<file path="config.mk">
export PLATFORM = sky130hd
export DESIGN_NAME = regfile_wb_sched_flat
export DESIGN_NICKNAME = d
export VERILOG_FILES = /design/src/rtl/regfile_wb_sched_if.sv /design/src/rtl/regfile_wb_sched.sv /design/src/flat_wrapper.sv
export SDC_FILE = /design/constraint.sdc
export NUM_CORES = 1
export LEC_CHECK = 0
export BUFFER_PORTS_ARGS = -buffer_cell sky130_fd_sc_hd__buf_2
export CORE_MARGIN = 5
export CORE_UTILIZATION = 35
export CTS_BUF_LIST = sky130_fd_sc_hd__clkbuf_2 sky130_fd_sc_hd__clkbuf_4 sky130_fd_sc_hd__clkbuf_8
export CTS_CLUSTER_SIZE = 25
export DETAILED_ROUTE_END_ITERATION = 10
export PLACE_DENSITY = 0.68
export SETUP_SLACK_MARGIN = 0.02
export SYNTH_ARGS = -nofsm -noshare
export SYNTH_HDL_FRONTEND = slang
export SYNTH_SLANG_ARGS = --single-unit
</file>
<file path="constraint.sdc">
create_clock -name clk -period 2.9 [get_ports clk]
set_clock_uncertainty 0.15 [all_clocks]
set_input_delay 0.145 -clock clk [delete_from_list [all_inputs] [get_ports clk]]
set_output_delay 0.145 -clock clk [all_outputs]
set_load 0.005 [all_outputs]
</file>
<file path="src/rtl/regfile_wb_sched_if.sv">
// Bundle between decode/issue, the ALU/LSU writeback sources and the register file write port.
// master = issue + execution side, slave = regfile_wb_sched.
interface regfile_wb_sched_if #(
    parameter int WIDTH     = 32,
    parameter int REG_COUNT = 32,
    parameter int REG_BITS  = $clog2(REG_COUNT)
);
    logic                 issue_valid;
    logic [REG_BITS-1:0]  issue_rs1;
    logic                 issue_rs1_en;
    logic [REG_BITS-1:0]  issue_rs2;
    logic                 issue_rs2_en;
    logic [REG_BITS-1:0]  issue_rd;
    logic                 issue_rd_en;
    logic                 issue_stall;

    logic                 alu_wb_valid;
    logic [REG_BITS-1:0]  alu_wb_rd;
    logic [WIDTH-1:0]     alu_wb_data;
    logic                 alu_wb_ready;

    logic                 lsu_wb_valid;
    logic [REG_BITS-1:0]  lsu_wb_rd;
    logic [WIDTH-1:0]     lsu_wb_data;
    logic                 lsu_wb_ready;

    logic                 rf_write_en;
    logic [REG_BITS-1:0]  rf_write_reg;
    logic [WIDTH-1:0]     rf_write_data;
    logic [REG_COUNT-1:0] busy_mask;

    modport master (
        output issue_valid, issue_rs1, issue_rs1_en, issue_rs2, issue_rs2_en, issue_rd, issue_rd_en,
        output alu_wb_valid, alu_wb_rd, alu_wb_data, lsu_wb_valid, lsu_wb_rd, lsu_wb_data,
        input  issue_stall, alu_wb_ready, lsu_wb_ready,
        input  rf_write_en, rf_write_reg, rf_write_data, busy_mask
    );

    modport slave (
        input  issue_valid, issue_rs1, issue_rs1_en, issue_rs2, issue_rs2_en, issue_rd, issue_rd_en,
        input  alu_wb_valid, alu_wb_rd, alu_wb_data, lsu_wb_valid, lsu_wb_rd, lsu_wb_data,
        output issue_stall, alu_wb_ready, lsu_wb_ready,
        output rf_write_en, rf_write_reg, rf_write_data, busy_mask
    );
endinterface

</file>
<file path="src/rtl/regfile_wb_sched.sv">
// Writeback scheduler + scoreboard: round-robin ALU/LSU onto one regfile write port, RAW/WAW stall.
// Optional WB_ERR_EN: sticky wb_err on a writeback to a register that was not pending.
module regfile_wb_sched #(
    parameter int WIDTH     = 32,
    parameter int REG_COUNT = 32,
    parameter int REG_BITS  = $clog2(REG_COUNT)
) (
    input  logic                clk,
    input  logic                rstn,
    regfile_wb_sched_if.slave   bus
`ifdef WB_ERR_EN
    ,
    output logic                wb_err
`endif
);

    logic [REG_COUNT-1:0] busy_q, busy_d;
    logic                 rr_q, rr_d;
    logic                 we_q, we_d;
    logic [REG_BITS-1:0]  wreg_q, wreg_d;
    logic [WIDTH-1:0]     wdata_q, wdata_d;

    logic                 gnt_alu, gnt_lsu, gnt_any, accept;
    logic [REG_BITS-1:0]  gnt_rd;
    logic [WIDTH-1:0]     gnt_data;

    always_comb begin
        bus.issue_stall = bus.issue_valid &&
                          ((bus.issue_rs1_en && busy_q[bus.issue_rs1]) ||
                           (bus.issue_rs2_en && busy_q[bus.issue_rs2]) ||
                           (bus.issue_rd_en  && busy_q[bus.issue_rd]));
        accept = bus.issue_valid && !bus.issue_stall && bus.issue_rd_en && (bus.issue_rd != '0);
    end

    // Grants are held off while in reset so nothing handshakes into a discarded pipeline.
    always_comb begin
        gnt_alu  = rstn && bus.alu_wb_valid && (!bus.lsu_wb_valid || !rr_q);
        gnt_lsu  = rstn && bus.lsu_wb_valid && (!bus.alu_wb_valid ||  rr_q);
        gnt_any  = gnt_alu || gnt_lsu;
        gnt_rd   = gnt_lsu ? bus.lsu_wb_rd   : bus.alu_wb_rd;
        gnt_data = gnt_lsu ? bus.lsu_wb_data : bus.alu_wb_data;

        rr_d = rr_q;
        if (gnt_alu)      rr_d = 1'b1;
        else if (gnt_lsu) rr_d = 1'b0;

        we_d    = gnt_any && (gnt_rd != '0);
        wreg_d  = gnt_any ? gnt_rd   : wreg_q;
        wdata_d = gnt_any ? gnt_data : wdata_q;

        // Clear before set so a same-edge set wins.
        busy_d = busy_q;
        if (we_q)   busy_d[wreg_q]       = 1'b0;
        if (accept) busy_d[bus.issue_rd] = 1'b1;
        busy_d[0] = 1'b0;
    end

    always_ff @(posedge clk or negedge rstn) begin
        if (!rstn) begin
            busy_q  <= '0;
            rr_q    <= 1'b0;
            we_q    <= 1'b0;
            wreg_q  <= '0;
            wdata_q <= '0;
        end else begin
            busy_q  <= busy_d;
            rr_q    <= rr_d;
            we_q    <= we_d;
            wreg_q  <= wreg_d;
            wdata_q <= wdata_d;
        end
    end

    assign bus.alu_wb_ready  = gnt_alu;
    assign bus.lsu_wb_ready  = gnt_lsu;
    assign bus.rf_write_en   = we_q;
    assign bus.rf_write_reg  = wreg_q;
    assign bus.rf_write_data = wdata_q;
    assign bus.busy_mask     = busy_q;

`ifdef WB_ERR_EN
    logic err_q, err_d;

    always_comb err_d = err_q || (gnt_any && (gnt_rd != '0) && !busy_q[gnt_rd]);

    always_ff @(posedge clk or negedge rstn) begin
        if (!rstn) err_q <= 1'b0;
        else       err_q <= err_d;
    end

    assign wb_err = err_q;
`endif

endmodule
</file>
<file path="src/flat_wrapper.sv">
// flat-port wrapper written by rule: the top's interface ports become plain ports
module regfile_wb_sched_flat 
#(
    parameter int WIDTH     = 32,
    parameter int REG_COUNT = 32,
    parameter int REG_BITS  = $clog2(REG_COUNT)
)
  (clk, rstn, bus_issue_valid, bus_issue_rs1, bus_issue_rs1_en, bus_issue_rs2, bus_issue_rs2_en, bus_issue_rd, bus_issue_rd_en, bus_alu_wb_valid, bus_alu_wb_rd, bus_alu_wb_data, bus_lsu_wb_valid, bus_lsu_wb_rd, bus_lsu_wb_data, bus_issue_stall, bus_alu_wb_ready, bus_lsu_wb_ready, bus_rf_write_en, bus_rf_write_reg, bus_rf_write_data, bus_busy_mask);
  regfile_wb_sched_if #(.WIDTH(WIDTH), .REG_COUNT(REG_COUNT), .REG_BITS(REG_BITS)) bus_i ();
  input  logic clk;
  input  logic rstn;
  input wire logic [$bits(bus_i.issue_valid)-1:0] bus_issue_valid;
  input wire logic [$bits(bus_i.issue_rs1)-1:0] bus_issue_rs1;
  input wire logic [$bits(bus_i.issue_rs1_en)-1:0] bus_issue_rs1_en;
  input wire logic [$bits(bus_i.issue_rs2)-1:0] bus_issue_rs2;
  input wire logic [$bits(bus_i.issue_rs2_en)-1:0] bus_issue_rs2_en;
  input wire logic [$bits(bus_i.issue_rd)-1:0] bus_issue_rd;
  input wire logic [$bits(bus_i.issue_rd_en)-1:0] bus_issue_rd_en;
  input wire logic [$bits(bus_i.alu_wb_valid)-1:0] bus_alu_wb_valid;
  input wire logic [$bits(bus_i.alu_wb_rd)-1:0] bus_alu_wb_rd;
  input wire logic [$bits(bus_i.alu_wb_data)-1:0] bus_alu_wb_data;
  input wire logic [$bits(bus_i.lsu_wb_valid)-1:0] bus_lsu_wb_valid;
  input wire logic [$bits(bus_i.lsu_wb_rd)-1:0] bus_lsu_wb_rd;
  input wire logic [$bits(bus_i.lsu_wb_data)-1:0] bus_lsu_wb_data;
  output wire logic [$bits(bus_i.issue_stall)-1:0] bus_issue_stall;
  output wire logic [$bits(bus_i.alu_wb_ready)-1:0] bus_alu_wb_ready;
  output wire logic [$bits(bus_i.lsu_wb_ready)-1:0] bus_lsu_wb_ready;
  output wire logic [$bits(bus_i.rf_write_en)-1:0] bus_rf_write_en;
  output wire logic [$bits(bus_i.rf_write_reg)-1:0] bus_rf_write_reg;
  output wire logic [$bits(bus_i.rf_write_data)-1:0] bus_rf_write_data;
  output wire logic [$bits(bus_i.busy_mask)-1:0] bus_busy_mask;
  assign bus_i.issue_valid = bus_issue_valid;
  assign bus_i.issue_rs1 = bus_issue_rs1;
  assign bus_i.issue_rs1_en = bus_issue_rs1_en;
  assign bus_i.issue_rs2 = bus_issue_rs2;
  assign bus_i.issue_rs2_en = bus_issue_rs2_en;
  assign bus_i.issue_rd = bus_issue_rd;
  assign bus_i.issue_rd_en = bus_issue_rd_en;
  assign bus_i.alu_wb_valid = bus_alu_wb_valid;
  assign bus_i.alu_wb_rd = bus_alu_wb_rd;
  assign bus_i.alu_wb_data = bus_alu_wb_data;
  assign bus_i.lsu_wb_valid = bus_lsu_wb_valid;
  assign bus_i.lsu_wb_rd = bus_lsu_wb_rd;
  assign bus_i.lsu_wb_data = bus_lsu_wb_data;
  assign bus_issue_stall = bus_i.issue_stall;
  assign bus_alu_wb_ready = bus_i.alu_wb_ready;
  assign bus_lsu_wb_ready = bus_i.lsu_wb_ready;
  assign bus_rf_write_en = bus_i.rf_write_en;
  assign bus_rf_write_reg = bus_i.rf_write_reg;
  assign bus_rf_write_data = bus_i.rf_write_data;
  assign bus_busy_mask = bus_i.busy_mask;
  regfile_wb_sched #(.WIDTH(WIDTH), .REG_COUNT(REG_COUNT), .REG_BITS(REG_BITS)) u_core (.clk(clk), .rstn(rstn), .bus(bus_i));
endmodule
</file>
==> results.cfg <==
[die]
ios = 170
start_util = 0.357
die_h_um = 120
num_rows = 40
die_w_um = 120
dieArea_sq_mm = 0.0145
core_sq_mm = 0.0120

[synth]
synthCells = 417
syn_nets = 514
dominantRegCellSynth = dfrtp_1
synth_top_area_share = 0.411
synthTopCellsByArea = dfrtp_1 (41%), mux2i_1 (11%), mux4_2 (10%), o21ai_0 (9.3%), nand2_1 (5.0%)
yosysSeqAreaShare = 0.411
synth_edf_count = 0
synth_cell_type_count = 46
synth_top_cell_by_area = dfrtp_1
synth_seq_cells = 70
syn_area_sq_mm = 0.00427
synth_warnings = 0
async_reset_ff_frac = 1.00
syn_avg_cell_area_sq_um = 10.2

[pwr]
p_total_uw = 4030
power.switching_uw = 1500
sw_frac_of_total = 0.371
leakagePower_uw = 0.00271
pwr-share-seq = 0.397
p_comb_frac = 0.401
p_int_uw = 2540
p_clk_frac = 0.202
vdd_drop_max_mv = 0.267
power.density_mw_per_mm2 = 635

[critical_path]
critPathCaptureType = primary output
critPathMaxFanout = 4
reg2reg_depth = 5
critPathKind = flop to primary output
worstSetupStartpointType = flop
crit_arrival_ps = 2470
required_ps = 2610

[routing]
drcViolationCount = 0
wl_per_cell_um = 19.8
drt-total-wl_um = 16000
routed_via_density = 5.70
vias = 4620
drt_pass1_iterations = 4
drtAntennaViolNets = 0
dr_wl_met3_um = 1800
dr_wl_met2_um = 7420
top_layer = met4
m1WireLength_um = 6380
drt_iter0_markers = 450

[place]
io_buffers = 168
dpl.hpwl_um = 10500
gp_congestion = 0.954

[sta]
max_freq_mhz = 361
worst_slew_pin_slew_ps = 1300
final_max_slew_viol_count = 0
tns_ps = 0
rsz0062_at_grt = no
slew_headroom = 0.134
whs_ps = 83.3
setup_violations = 0
timing.final.hold_violations = 0
min_period_ps = 2770
final.period_utilization = 0.955

[hold_path]
hp-class = primary input to flop
hold_depth = 3

[clock_tree]
h-tree-depth = 3
cts_tree = yes
clk_pin_slew_ps = 80
numCtsBuffers = 9
clk_latency_ps = 350
clockBufferDepth = 2
cts_root_buf = clkbuf_8
clock_sinks = 70

[final_layout]
largest_reg_flops = 32
final_common_cell = buf_2
nets = 755
mostFrequentLayoutCells = buf_2 (168), o21ai_0 (78), dlygate4sd3_1 (78)
nFillCells = 997
syn_to_final_growth_pct = 48.9
diodes = 0
drive_gt1_frac = 0.368

[global_routing]
grt.overflow.total = 0
track_usage = 0.218
first_global_vias = 4875
antenna_found_initial = 0
grt_pass1_wl_um = 25100
grt_max_degree = 45

[run_status]
status = complete, no violations

[run]
drv_cap = 0
layer usage:
metal  global-route usage  vias up
li1                     -     2058
met1                0.275     2219
met2                0.344      306
met4               0.0992        0
met3               0.0674       37
met5                    0        -
repair_timing:
item	CTS	global route
pin swaps	1	0
setup endpoints to repair	1	1
resized for setup	6	1
hold buffers	78	0
cloned	1	0
hold endpoints to repair	68	0
buffers inserted	1	0
logic make-up after synthesis:
kind of cell / count (synthesis) / synth area share
other: 1 / 0.000879
buffers and inverters: 38 / 0.0405
DFF: 70 / 0.411
muxes: 66 / 0.211
AOI/OAI and AO/OA: 118 / 0.181
and+or+nand+nor: 124 / 0.156
layout make-up:
type                    instances  area, sq um  area share
multi-input cells             310         2430       0.383
flip-flops and latches         70         1750       0.276
clock inverters                 5         58.8     0.00926
well taps                     147          184      0.0289
clock buffers                  11          145      0.0228
inverters                       3         11.3     0.00177
repair buffers                264         1770       0.278
worst paths after layout:
kind                                                          from                                       end  slack [ps]
max                             u_core.bus.busy_mask[23]$_DFF_PN0_                           bus_issue_stall         130
min                                                bus_issue_valid        u_core.bus.busy_mask[18]$_DFF_PN0_          80
max reg2reg                      u_core.bus.busy_mask[3]$_DFF_PN0_        u_core.bus.busy_mask[16]$_DFF_PN0_         220
min reg2reg                u_core.bus.rf_write_data[6]$_DFFE_PN0P_   u_core.bus.rf_write_data[6]$_DFFE_PN0P_         330
max in group asynchronous                                     rstn        u_core.bus.busy_mask[30]$_DFF_PN0_        1440
min in group asynchronous                                     rstn  u_core.bus.rf_write_data[23]$_DFFE_PN0P_         260
through the flow:
step,cells,worst slack [ps],area (sq um),util
floorplan,417,641,4270,-
global placement,714,284,5300,0.443
detailed placement,714,186,5300,0.443
CTS,810,71.0,6340,0.530
global route,810,65.0,6350,0.531
finish,810,131,6350,0.531
cells in the mapped netlist, types with 2 or more instances:
library cell  instances
nand3b_1              6
buf_2                 3
o21ai_0              79
nor4bb_1              3
dfrtp_1              70
mux2i_1              45
nand4b_1              2
nor2b_1               7
o31ai_1              15
inv_1                 3
mux4_2               19
buf_1                 5
and3_1                2
nand3_1               4
nor3_1                4
and2_1                2
mux2_2                2
nand2_1              57
or3b_2                5
nand4_1              10
nor2_1                6
or3_1                 4
and3b_1               3
buf_4                 3
buf_6                 2
clkbuf_1             22
o41ai_2               7
o41ai_1               2
a22o_1                4
a21oi_1               2
nor3b_1               4
worst max-delay path, cell delays in order (launching register included):
cell and delay [ps]:
dfrtp_1 420, buf_4 160, mux4_2 460, a22o_1 240, nor4_4 320, a21boi_0 180, o21a_1 210, buf_2 130
power by group through the flow:
stage	clock, uW	sequential, uW	combinational (uW)
global placement	0	1570	1410
detailed placement	0	1590	1450
floorplan	0	1500	782
finish	814	1600	1620
CTS	838	1580	1590
global route	870	1620	1750
Power figures use the tool's default switching activity.
